**config.mk**
```make
export PLATFORM = sky130hd
export DESIGN_NAME = adc_capture_seq
export DESIGN_NICKNAME = d
export VERILOG_FILES = /design/src/rtl/adc_seq_pkg.sv /design/src/rtl/sync_2ff.sv /design/src/rtl/adc_capture_seq.sv
export SDC_FILE = /design/constraint.sdc
export NUM_CORES = 1
export LEC_CHECK = 0
export ABC_AREA = 1
export CAP_MARGIN = 0
export CORE_UTILIZATION = 45
export DETAILED_ROUTE_END_ITERATION = 8
export HOLD_SLACK_MARGIN = 0.05
export PLACE_DENSITY_LB_ADDON = 0.1
export SLEW_MARGIN = 0
export SYNTH_ARGS = -nofsm -noshare
export SYNTH_HDL_FRONTEND = slang
export SYNTH_SLANG_ARGS = --single-unit
```
**constraint.sdc**
```tcl
create_clock -name dclk -period 3.97 [get_ports dclk]
set_clock_uncertainty 0.15 [all_clocks]
set_input_delay 0.794 -clock dclk [delete_from_list [all_inputs] [get_ports dclk]]
set_output_delay 0.794 -clock dclk [all_outputs]
set_load 0.1 [all_outputs]
```
**src/rtl/adc_seq_pkg.sv**
```systemverilog
// rtl/adc_seq_pkg.sv - state and trigger-mode encodings shared by the capture sequencer and status logic
package adc_seq_pkg;

  typedef enum logic [2:0] {
    ST_LOCKWAIT = 3'd0,
    ST_SETTLE   = 3'd1,
    ST_IDLE     = 3'd2,
    ST_ARMED    = 3'd3,
    ST_CAPTURE  = 3'd4,
    ST_DRAIN    = 3'd5
  } seq_state_t;

  typedef enum logic [1:0] {
    TRIG_IMM  = 2'b00,
    TRIG_RISE = 2'b01,
    TRIG_FALL = 2'b10,
    TRIG_EXT  = 2'b11
  } trig_mode_t;

  function automatic logic state_busy(input seq_state_t s);
    return (s == ST_ARMED) || (s == ST_CAPTURE) || (s == ST_DRAIN);
  endfunction

endpackage

```
**src/rtl/sync_2ff.sv**
```systemverilog
// rtl/sync_2ff.sv - two-flop synchronizer for a single asynchronous level
module sync_2ff (
  input  logic clk,
  input  logic rst_n,
  input  logic d,
  output logic q
);

  logic meta;

  always_ff @(posedge clk or negedge rst_n) begin
    if (!rst_n) begin
      meta <= 1'b0;
      q    <= 1'b0;
    end else begin
      meta <= d;
      q    <= meta;
    end
  end

endmodule

```
**src/rtl/adc_capture_seq.sv**
```systemverilog
// rtl/adc_capture_seq.sv - lock-qualified arm/trigger/capture sequencer driving the sample FIFO write enable
module adc_capture_seq
  import adc_seq_pkg::*;
#(
  parameter int DATA_W = 8,
  parameter int CNT_W  = 12,
  parameter int SETTLE = 1024
) (
  input  logic              dclk,
  input  logic              mr,
  input  logic              locked,
  input  logic              arm,
  input  logic              abort,
  input  logic [1:0]        trig_mode,
  input  logic              trig_ext,
  input  logic [DATA_W-1:0] trig_level,
  input  logic [DATA_W-1:0] sample,
  input  logic [CNT_W-1:0]  num_samples,
  input  logic              fifo_full,
  input  logic              fifo_empty,
  output logic              wen,
  output logic              busy,
  output logic              done,
  output logic              err_lock,
  output logic              err_ovf,
  output logic [2:0]        state
);

  localparam int SET_W = $clog2(SETTLE + 1);

  seq_state_t        st, st_nxt;
  trig_mode_t        mode_q;
  logic              lock_s;
  logic [SET_W-1:0]  settle_cnt;
  logic [CNT_W:0]    cnt;
  logic [DATA_W-1:0] prev;
  logic              prev_vld;
  logic              trig_hit;
  logic              arm_take;

  sync_2ff u_lock_sync (
    .clk   (dclk),
    .rst_n (mr),
    .d     (locked),
    .q     (lock_s)
  );

  always_comb begin
    trig_hit = 1'b0;
    case (mode_q)
      TRIG_IMM:  trig_hit = 1'b1;
      TRIG_RISE: trig_hit = prev_vld && (prev < trig_level) && (sample >= trig_level);
      TRIG_FALL: trig_hit = prev_vld && (prev > trig_level) && (sample <= trig_level);
      TRIG_EXT:  trig_hit = trig_ext;
      default:   trig_hit = 1'b0;
    endcase
  end

  always_ff @(posedge dclk or negedge mr) begin
    if (!mr) st <= ST_LOCKWAIT;
    else     st <= st_nxt;
  end

  // Lock loss outranks abort, which outranks trigger and count completion.
  always_comb begin
    st_nxt = st;
    if (!lock_s) begin
      st_nxt = ST_LOCKWAIT;
    end else begin
      case (st)
        ST_LOCKWAIT: st_nxt = ST_SETTLE;
        ST_SETTLE:   if (settle_cnt == SET_W'(SETTLE - 1)) st_nxt = ST_IDLE;
        ST_IDLE:     if (arm) st_nxt = ST_ARMED;
        ST_ARMED:    if (abort) st_nxt = ST_DRAIN;
                     else if (trig_hit) st_nxt = ST_CAPTURE;
        ST_CAPTURE:  if (abort || fifo_full || (cnt == (CNT_W+1)'(1))) st_nxt = ST_DRAIN;
        ST_DRAIN:    if (fifo_empty) st_nxt = ST_IDLE;
        default:     st_nxt = ST_LOCKWAIT;
      endcase
    end
  end

  // A full FIFO suppresses the write in the same cycle so nothing is lost silently.
  always_comb begin
    wen   = (st == ST_CAPTURE) && !fifo_full;
    busy  = state_busy(st);
    done  = (st == ST_DRAIN);
    state = st;
  end

  assign arm_take = (st == ST_IDLE) && (st_nxt == ST_ARMED);

  always_ff @(posedge dclk or negedge mr) begin
    if (!mr) begin
      settle_cnt <= '0;
      cnt        <= '0;
      mode_q     <= TRIG_IMM;
      prev       <= '0;
      prev_vld   <= 1'b0;
      err_lock   <= 1'b0;
      err_ovf    <= 1'b0;
    end else begin
      settle_cnt <= (st == ST_SETTLE) ? settle_cnt + 1'b1 : '0;
      prev       <= sample;
      prev_vld   <= !arm_take;
      if (arm_take) begin
        mode_q   <= trig_mode_t'(trig_mode);
        cnt      <= (num_samples == '0) ? {1'b1, {CNT_W{1'b0}}} : {1'b0, num_samples};
        err_lock <= 1'b0;
        err_ovf  <= 1'b0;
      end else begin
        if (wen) cnt <= cnt - 1'b1;
        if (!lock_s && ((st == ST_ARMED) || (st == ST_CAPTURE))) err_lock <= 1'b1;
        if ((st == ST_CAPTURE) && fifo_full) err_ovf <= 1'b1;
      end
    end
  end

endmodule

```
==> key figures, run 1 <==
Routing
  – Drt via density: 4.88
  – Initial drt markers: 88
  – Routed Wire Length: 5200 um
  – Routed vias: 2117
  – DRC Markers: 0
  – Final ANT Viol Nets: 0
  – DR pass1 iterations: 4
  – WL/cell: 12.0 um

Power
  – Pleak: 0.00161 uW
  – PwrDens: 320 nW/um2
  – Power after layout: 1020 uW
  – VDD IR-drop max: 0.177 mV

Critical path
  – Worst path arrival time: 3.09 ns
  – Worst reg2reg setup slack: 1.59 ns
  – Crit path max fanout: 27
  – Req. time, crit path: 4.01 ns
  – CP endpoint kind: register
  – Critical path class: primary input to register
  – Worst r2r path cells: 16
  – Worst setup path startpoint: trig_level[7]
  – CP Launch Type: primary input
  – RR Startpoint: prev[7]

Finish
  – Final nets: 420
  – Final Core Density: 60.2%
  – # diodes: 0
  – Layout cells sized above 1: 10.2%
  – Register Area: 1050 um2
  – Synthesis-to-finish area growth: 25.3%
  – Fillers: 502
  – Multi-input logic area: 1260 um2

Clocking
  – CTS clock-pin slew for the worst setup and hold paths: 0.08 ns
  – CTS resizes: 0
  – Clk_lat worst skew: 0.30 ns
  – # H-tree levels: 2
  – Clock buffer count from CTS: 5
  – Hold_buf cts: 0
  – Clk root buf: clkbuf_8
  – Clock sinks: 42
  – Post-CTS setup buffers: 0
  – CTS tree: yes
  – Longest Clk Path Bufs: 2

Global route
  – First-pass GRT wire length: 9210 um
  – GRT overflow: 0
  – Tot GR Track Use: 19.6%
  – Number of global-route vias before repair: 2034
  – Largest net degree at the start of global routing: 43
  – Antenna violations before repair: 0

STA
  – Fin. Hold Viols: 0
  – Slew headroom: 33.9%
  – Final period utilization: 76.9%
  – Final setup viols: 0
  – RSZ-0062 raised after global routing: false
  – WHS: 0.205 ns
  – Final Max Tran Viols: 0
  – Fmax: 0.328 GHz
  – Worst setup margin: 0.917 ns
  – Final setup TNS: 0 ns
  – Final Critical Period: 3.05 ns
  – Least-Margin Pin Slew: 0.989 ns

Min path
  – Hold path depth: 0
  – Worst hold path class: register to register
  – Hold path startpoint: u_lock_sync.meta

Place
  – Dpl ws: 0.629 ns
  – Placed wire-length estimate: 3880 um
  – IO Port Bufs: 45
  – Placer Congestion: 0.848

Synth
  – Synth Area in Adders: 9.39%
  – Synth Cell Area: 2530 um2
  – Gate Count Post-Synth: 314
  – Largest family of logic cells by synthesized area: simple AND/OR/NAND/NOR gates
  – Mean Syn Cell Area: 8.06 um2
  – #FFs+latches synth: 42
  – Sequential fraction of the synthesis area: 41.5%
  – Post-Syn Nets: 371
  – Proportion of synthesized area in mux cells: 0%
  – Synth Area in XOR/XNOR: 3.11%
  – Synth Area in Compound Gates: 10.1%
  – Netlist cell types: 37
  – Simple-Gate Fraction of Synth Area: 26.8%
  – Warning count from the yosys run: 0

Job
  – Max Cap Violations: 0

Floorplanning
  – Core area: 5270 um2
  – Initial Utilization: 48.0%
  – Die Span X: 77 um
  – Ports: 46
  – Die Span Y: 77 um
  – Die ar.: 5930 um2
  – Site Rows: 26

Status
  – Status: finished clean
==> layout by cell type (no fill, tap or decap), drive strengths merged, types with 2 or more instances in the layout <==
cell type / n
dfrtp: 42
clkinv: 2
nor4: 3
nor3: 12
buf: 4
o21ai: 15
bufinv: 2
nor2: 31
clkdlybuf4s50: 41
clkbuf: 5
ha: 19
nand3: 28
inv: 52
a21oi: 19
o21a: 2
nand2: 65
nand4: 4
xor2: 8
==> cell families (layout without fill, tap and decap cells) <==
kind of cell	after synthesis	in the layout
adder cells (fa/ha/maj)	19	19
flip-flops	42	42
XOR/XNOR	9	9
buffers and inverters	56	106
AND/OR/NAND/NOR	146	146
AO/OA/AOI/OAI	42	42
==> power by group <==
group          switching, uW  leakage [uW]  internal, uW
combinational           85.9       0.00101          69.0
clock                    158     0.0000683           252
sequential              9.59      0.000529           441
total                    253       0.00161           762
==> through the flow <==
| stage | cell area (um2) | cells |
|---|---|---|
| 5_1_grt | 3170 | 434 |
| 3_3_place_gp | 3030 | 426 |
| 2_1_floorplan | 2540 | 314 |
| 3_5_place_dp | 3030 | 426 |
| 6_report | 3170 | 434 |
| 4_1_cts | 3170 | 434 |
==> cells in the mapped netlist, drive strengths merged <==
cell type,number,area share (%)
xor2,8,2.8
a21oi,19,4.6
a31oi,1,0.25
and3,1,0.25
a221oi,1,0.35
o21a,2,0.59
nor2,31,5.3
dfrtp,42,42
ha,19,9.4
clkbuf,1,0.15
o31a,1,0.35
a41oi,1,0.35
buf,2,1.0
nor4,3,0.74
nor3,12,3.0
nand2,65,9.8
nand3b,1,0.30
clkinv,1,0.15
o21ai,15,3.0
xnor2,1,0.35
nand4,4,0.99
inv,52,7.7
a21o,1,0.30
or2,1,0.25
nand3,28,6.2
o21bai,1,0.30
==> layer usage <==
layer / part of all wire [%] / global-route usage, %
met1: 46 / 24.4
met4: 1.5 / 6.42
met3: 3.6 / 3.93
met2: 49 / 34.0
met5: 0 / 0
==> critical path: stages <==
cell and delay, ns:
clkdlybuf4s50_1 0.45, inv_1 0.05, ha_1 0.29, nand2_1 0.07
nor2_1 0.18, nand2_1 0.10, nand2_1 0.07, nand2_1 0.05
nand2_1 0.06, nand2_1 0.05, nand2_1 0.07, nand3_1 0.06
nand2_1 0.06, nand2_1 0.08, nand2_2 0.10, nand3_4 0.26
o21ai_1 0.23, inv_1 0.06
==> registers in the layout (all words and copies together) (netlist names) <==
name and cells:
cnt 13, err_lock 1, err_ovf 1, mode_q 2
prev 8, prev_vld 1, settle_cnt 11, state 3
u_lock_sync.meta 1, u_lock_sync.q 1
==> final timing paths <==
check / end
worst max-delay path: cnt[10]
worst min-delay path: u_lock_sync.q
worst max register to register: cnt[6]
worst min register to register: u_lock_sync.q
max in group asynchronous: state[1]
min in group asynchronous: cnt[2]
==> cell type report <==
class | instances | area share (%)
Clock buffer | 5 | 2.17
Clock inverter | 3 | 2.17
Inverter | 53 | 6.27
Multi-Input combinational cell | 216 | 39.7
Sequential cell | 42 | 33.1
Tap cell | 70 | 2.76
Timing Repair Buffer | 45 | 13.8
Power figures use the tool's default switching activity.
==> run 2, diff against run 1 <==
==> constraint.sdc (replaced) <==
create_clock -name dclk -period 3 [get_ports dclk]
set_clock_uncertainty 0.15 [all_clocks]
set_input_delay 0.6 -clock dclk [delete_from_list [all_inputs] [get_ports dclk]]
set_output_delay 0.6 -clock dclk [all_outputs]
set_load 0.1 [all_outputs]
==> key figures, run 2 (synthesis results as in run 1) <==
Status
  – Status: finished clean

Floorplanning
  – Core area: 5270 um2 (unchanged)
  – Initial Utilization: 48.0% (unchanged)
  – Ports: 46 (unchanged)
  – Die Span X: 77 um (unchanged)
  – Die ar.: 5930 um2 (unchanged)
  – Site Rows: 26 (unchanged)
  – Die Span Y: 77 um (unchanged)

Critical path
  – Worst path arrival time: 2.86 ns (-0.23 ns)
  – Critical path class: primary input to register
  – CP Launch Type: primary input
  – CP max stage cell: clkdlybuf4s50_1
  – Worst path top cell family by delay: buffers and inverters
  – CP endpoint kind: register
  – Most used cell along the critical path: nand2_1
  – CP peak stage delay: 0.46 ns (about the same)
  – Cells along the critical path: clkdlybuf4s50_1, inv_1, ha_1, inv_1, o21bai_1, nand2_1, nand2_1, nand2_1, nand2_1, nand2_1, nand2_1, nand2_1, nand2_1, nand3_1, nand2_1, nand2_1, buf_4, a21oi_2, buf_4, nand3_1, nand3_1
  – Crit path max fanout: 5 (-81%)
  – CP Buf/Inv Count: 5 (+2)
  – Req. time, crit path: 3.09 ns (-0.92 ns)

Power
  – Pleak: 0.00162 uW (+0.58%)
  – VDD IR-drop max: 0.318 mV (+80%)
  – Power after layout: 1200 uW (+18%)
  – PwrDens: 376 nW/um2 (+17%)

Global route
  – Largest net degree at the start of global routing: 43 (unchanged)
  – GRT overflow: 0 (unchanged)
  – Tot GR Track Use: 19.3% (-0.33 points)
  – Number of global-route vias before repair: 2020 (-0.69%)
  – First-pass GRT wire length: 9030 um (-2.0%)
  – Antenna violations before repair: 0 (unchanged)

STA
  – Slew headroom: 36.6% (+2.7 points)
  – Final period utilization: 92.1%
  – WHS: 0.205 ns (-0.0000240 ns)
  – Fmax: 0.362 GHz
  – Least-Margin Pin Slew: 0.952 ns (-0.0370 ns)
  – Final setup TNS: 0 ns (unchanged)
  – RSZ-0062 raised after global routing: false
  – Worst setup margin: 0.236 ns (-0.681 ns)
  – Final Max Tran Viols: 0 (unchanged)
  – Final setup viols: 0 (unchanged)
  – Final Critical Period: 2.76 ns
  – Fin. Hold Viols: 0 (unchanged)

Place
  – Dpl ws: -0.128 ns (-0.757 ns)
  – Placer Congestion: 0.842 (-0.74%)
  – IO Port Bufs: 45 (unchanged)
  – Placement Cell Area: 3070 um2 (+1.3%)
  – Placed wire-length estimate: 3840 um (-1.2%)

Routing
  – Routed Wire Length: 5160 um (-0.67%)
  – DRC Markers: 0 (unchanged)
  – WL/cell: 11.8 um (-1.8%)
  – DR pass1 iterations: 4 (unchanged)
  – Final ANT Viol Nets: 0 (unchanged)
  – Drt via density: 4.87 (-0.16%)
  – Routed vias: 2138 (+0.99%)
  – Initial drt markers: 80 (-9.1%)

Clocking
  – Longest Clk Path Bufs: 2 (unchanged)
  – Post-CTS setup buffers: 0 (unchanged)
  – Clock buffer count from CTS: 5 (unchanged)
  – # H-tree levels: 2 (unchanged)
  – Clk_lat worst skew: 0.31 ns (about the same)
  – CTS clock-pin slew for the worst setup and hold paths: 0.09 ns (about the same)
  – Clk root buf: clkbuf_8
  – CTS tree: yes
  – Clock sinks: 42 (unchanged)

Finish
  – Biggest register: cnt
  – Layout cells sized above 1: 13.8% (+3.7 points)
  – Max reg flops: 13 (unchanged)
  – Synthesis-to-finish area growth: 25.8%
  – Fin area: 3180 um2 (+0.39%)
  – Final nets: 425 (+1.2%)
  – Commonest cells after routing, fill and taps aside: nand2_1, inv_1, dfrtp_1
  – Fillers: 524 (+4.4%)
  – # diodes: 0 (unchanged)
  – Commonest non-fill, non-tap cell in the layout: nand2_1
  – Largest regs: cnt (13), settle_cnt (11), prev (8)

Job
  – Max Cap Violations: 0 (unchanged)

Min path
  – Worst hold path class: register to register
run 2: changes by cell type in the layout (fill, tap and decap cells not counted), sizes merged:
cell,before,now
buf,4,13
bufinv,2,0
clkinvlp,0,1
clkdlybuf4s50,41,36
nand3,28,29
inv,52,53
run 2: repair_timing:
| item | 4_1_cts | 5_1_grt |
|---|---|---|
| endpoints found under the setup margin | 0 | 15 |
| hold buffers | 0 | 0 |
| resized for setup | 0 | 1 |
run 2: where the power goes:
part	switching [uW]	leakage (uW)	internal (uW)	total, uW
registers	12.9	0.000525	584	597
logic	115	0.00105	93.0	208
clock network	225	0.0000447	168	393
run 2: final cells by class:
type	count	area, um2	share of cell area, %
Multi-Input combinational cell	217	1280	40.2
Tap cell	70	87.6	2.75
Sequential cell	42	1050	33.1
Clock inverter	3	25.0	0.786
Clock buffer	5	68.8	2.16
Inverter	53	199	6.25
Timing Repair Buffer	49	468	14.7
run 2: worst reg2reg max path: cells and delay by family, from the launching register on:
family / cells / cell delay, ns
AND/OR/NAND/NOR: 12 / 0.88
flip-flops: 1 / 0.39
AO/OA/AOI/OAI: 2 / 0.22
adder cells (fa/ha/maj): 1 / 0.29
buffers and inverters: 2 / 0.32
run 2: final timing paths:
path | start | slack (ns) | endpoint | cells after the start
max | trig_level[1] | 0.24 | cnt[1] | 21
min | u_lock_sync.meta | 0.20 | u_lock_sync.q | 0
max reg2reg | prev[7] | 0.70 | cnt[1] | 17
min reg2reg | u_lock_sync.meta | 0.20 | u_lock_sync.q | 0
max in group asynchronous | mr | 1.76 | state[2] | 1
min in group asynchronous | mr | 0.28 | prev[0] | 1
run 2: metal layers:
metal	part of all wire (%)	GRT usage, %	vias up
met4	1.2	6.23	0
met1	47	23.4	965
met5	0	0	-
met3	3.7	5.00	5
li1	-	-	1134
met2	48	33.3	34
run 2: stage by stage:
| step | instances | util (%) |
|---|---|---|
| 6_report | 439 | 60.4 |
| 5_1_grt | 439 | 60.4 |
| 4_1_cts | 438 | 60.1 |
| 3_5_place_dp | 430 | 58.3 |
| 3_3_place_gp | 430 | 58.3 |
| 2_1_floorplan | 314 | - |
==> run 3, diff against run 2 <==
--- a/config.mk
+++ b/config.mk
@@ -6,7 +6,9 @@
 export NUM_CORES = 1
 export LEC_CHECK = 0
 export ABC_AREA = 1
+export ABC_CLOCK_PERIOD_IN_PS = 3000
 export CAP_MARGIN = 0
+export CORE_MARGIN = 2
 export CORE_UTILIZATION = 45
 export DETAILED_ROUTE_END_ITERATION = 8
 export HOLD_SLACK_MARGIN = 0.05
==> key figures, run 3 (synthesis results as in run 1) <==
STA
  – RSZ-0062 raised after global routing: false
  – Fmax: 0.367 GHz (+1.3%)
  – Fin. Hold Viols: 0 (unchanged)
  – Least-Margin Pin Slew: 0.942 ns (-0.00976 ns)
  – Slew headroom: 37.2% (+0.65 points)
  – Final Max Tran Viols: 0 (unchanged)
  – Worst setup margin: 0.272 ns (+0.0360 ns)
  – Final period utilization: 90.9% (-1.2 points)
  – Final setup viols: 0 (unchanged)
  – Final Critical Period: 2.73 ns (-0.0360 ns)

Critical path
  – Worst path top cell family by delay: simple AND/OR/NAND/NOR gates
  – CP Launch Type: primary input
  – Reg2reg end: cnt[6]
  – Req. time, crit path: 3.04 ns (-0.05 ns)
  – Worst path arrival time: 2.77 ns (-0.09 ns)
  – Critical path class: primary input to register
  – CP endpoint kind: register
  – Crit path max fanout: 14 (+9)
  – CP max stage cell: clkdlybuf4s50_1
  – RR Startpoint: prev[5]
  – Worst reg2reg setup slack: 0.71 ns (about the same)
  – CP peak stage delay: 0.45 ns (about the same)
  – CP Buf/Inv Count: 2 (-3)
  – Cells along the critical path: clkdlybuf4s50_1, inv_1, ha_1, a21oi_1, nor2_1, nor2_1, nand2_1, nor2_1, nand2_1, nand2_1, nand2_1, nand3_1, nand2_1, nand2_1, nand2_2, nand3_4, o21ai_0, nand2_1, nand2_1
  – Most used cell along the critical path: nand2_1
  – Worst r2r path cells: 17 (unchanged)

Floorplanning
  – Die Span X: 79 um (+2.6%)
  – Site Rows: 27 (+3.8%)
  – Die Span Y: 79 um (+2.6%)
  – Ports: 46 (unchanged)
  – Core area: 5470 um2 (+3.8%)
  – Initial Utilization: 46.3% (-1.8 points)
  – Die ar.: 6240 um2 (+5.3%)

Global route
  – Largest net degree at the start of global routing: 43 (unchanged)
  – Number of global-route vias before repair: 2017 (-0.15%)
  – Tot GR Track Use: 17.7% (-1.6 points)
  – GRT overflow: 0 (unchanged)
  – First-pass GRT wire length: 8780 um (-2.7%)
  – Antenna violations before repair: 0 (unchanged)

Clocking
  – # H-tree levels: 2 (unchanged)
  – Post-CTS setup buffers: 0 (unchanged)
  – CTS clock-pin slew for the worst setup and hold paths: 0.08 ns (about the same)
  – Clk root buf: clkbuf_8
  – Clk_lat worst skew: 0.30 ns (about the same)
  – Clock sinks: 42 (unchanged)
  – CTS resizes: 0 (unchanged)
  – Longest Clk Path Bufs: 2 (unchanged)
  – Hold_buf cts: 0 (unchanged)
  – CTS tree: yes
  – Clock buffer count from CTS: 5 (unchanged)

Place
  – Placed cell count: 435 (+1.2%)
  – IO Port Bufs: 45 (unchanged)
  – Placed wire-length estimate: 3920 um (+2.1%)
  – Placer Congestion: 0.776 (-7.9%)
  – Dpl ws: -0.144 ns (-0.0161 ns)

Finish
  – Synthesis-to-finish area growth: 28.3%
  – Commonest cells after routing, fill and taps aside: nand2_1, inv_1, dfrtp_1
  – Fillers: 533 (+1.7%)
  – Biggest register: cnt
  – Final nets: 428 (+0.71%)
  – Multi-input logic area: 1300 um2 (+1.6%)
  – # diodes: 0 (unchanged)
  – Max reg flops: 13 (unchanged)
  – Final Core Density: 59.4% (-1.0 points)
  – Finished Layout Cells: 444 (+1.1%)
  – Commonest non-fill, non-tap cell in the layout: nand2_1
  – Largest regs: cnt (13), settle_cnt (11), prev (8)
  – Register Area: 1050 um2 (unchanged)
  – Layout cells sized above 1: 14.5% (+0.69 points)

Power
  – PwrDens: 390 nW/um2 (+3.7%)
  – Combinational Power Share: 16.9% (-0.4 points)
  – Part of the power in the clock network: 36.0% (+3.2 points)
  – Pleak: 0.00165 uW (+1.5%)
  – VDD IR-drop max: 0.260 mV (-18%)
  – Switch share: 26.6% (-2.8 points)
  – Pint: 931 uW (+10%)
  – Sequential share of power: 47.1% (-2.8 points)
  – NetSw: 337 uW (-4.3%)

Min path
  – Hold path depth: 0 (unchanged)
  – Worst hold path class: register to register
  – Hold Path End: u_lock_sync.q
  – Hold path startpoint: u_lock_sync.meta

Routing
  – Initial drt markers: 50 (-38%)
  – WL/cell: 11.8 um (about the same)
  – Final ANT Viol Nets: 0 (unchanged)
  – DR pass1 iterations: 4 (unchanged)
  – Routed vias: 2195 (+2.7%)
  – Routed Wire Length: 5220 um (+1.1%)
  – DRC Markers: 0 (unchanged)
  – Drt via density: 4.94 (+1.5%)

Status
  – Status: finished clean

Job
  – Max Cap Violations: 0 (unchanged)
==> run 3: changes by cell type in the layout (fill, tap and decap cells not counted), sizes merged <==
cell / previous run / this run
buf: 13 / 16
bufinv: 0 / 1
clkbuf: 5 / 6
clkinv: 2 / 1
inv: 53 / 52
==> run 3: final cells by class <==
cell class / count / area share (%)
clock buffer: 6 / 2.23
clock inverter: 2 / 1.16
inverter: 53 / 6.12
multi-input combinational: 217 / 40.0
sequential: 42 / 32.5
tap: 72 / 2.77
timing repair buffer: 52 / 15.2
==> run 3: layer usage <==
| metal | track usage (%) | up-vias | wire, um | part of all wire (%) |
|---|---|---|---|---|
| li1 | - | 1134 | - | - |
| met1 | 21.3 | 1018 | 2400 | 46 |
| met2 | 31.6 | 38 | 2590 | 50 |
| met3 | 3.41 | 5 | 176 | 3.4 |
| met4 | 5.69 | 0 | 58 | 1.1 |
| met5 | 0 | - | 0 | 0 |
==> run 3: through the flow <==
step	hold slack (ns)	area (um2)	total power [uW]	TNS (ns)
global placement	0.186	3100	818	-1.26
floorplan	0.154	2550	721	0
finish	0.201	3250	1270	0
global route	0.210	3250	1330	0
CTS	0.203	3210	1280	0
detailed placement	0.185	3100	821	-1.84
==> run 3: how the worst max path moves through the flow <==
stage | startpoint | end | depth (start not counted) | slack (ns)
2_1_floorplan | state[0] | busy | 4 | 0.03
3_3_place_gp | trig_level[1] | cnt[9] | 20 | -0.09
3_5_place_dp | trig_level[1] | cnt[11] | 20 | -0.14
4_1_cts | trig_level[1] | cnt[2] | 20 | 0.19
5_1_grt | trig_level[7] | cnt[1] | 19 | 0.007
6_report | trig_level[5] | cnt[6] | 19 | 0.27
==> run 3: power by group through the flow <==
| stage | registers [uW] | logic [uW] | clock network, uW |
|---|---|---|---|
| 2_1_floorplan | 624 | 96.4 | 0 |
| 4_1_cts | 596 | 214 | 470 |
| 3_3_place_gp | 607 | 211 | 0 |
| 5_1_grt | 599 | 245 | 490 |
| 3_5_place_dp | 608 | 213 | 0 |
| 6_report | 597 | 214 | 456 |
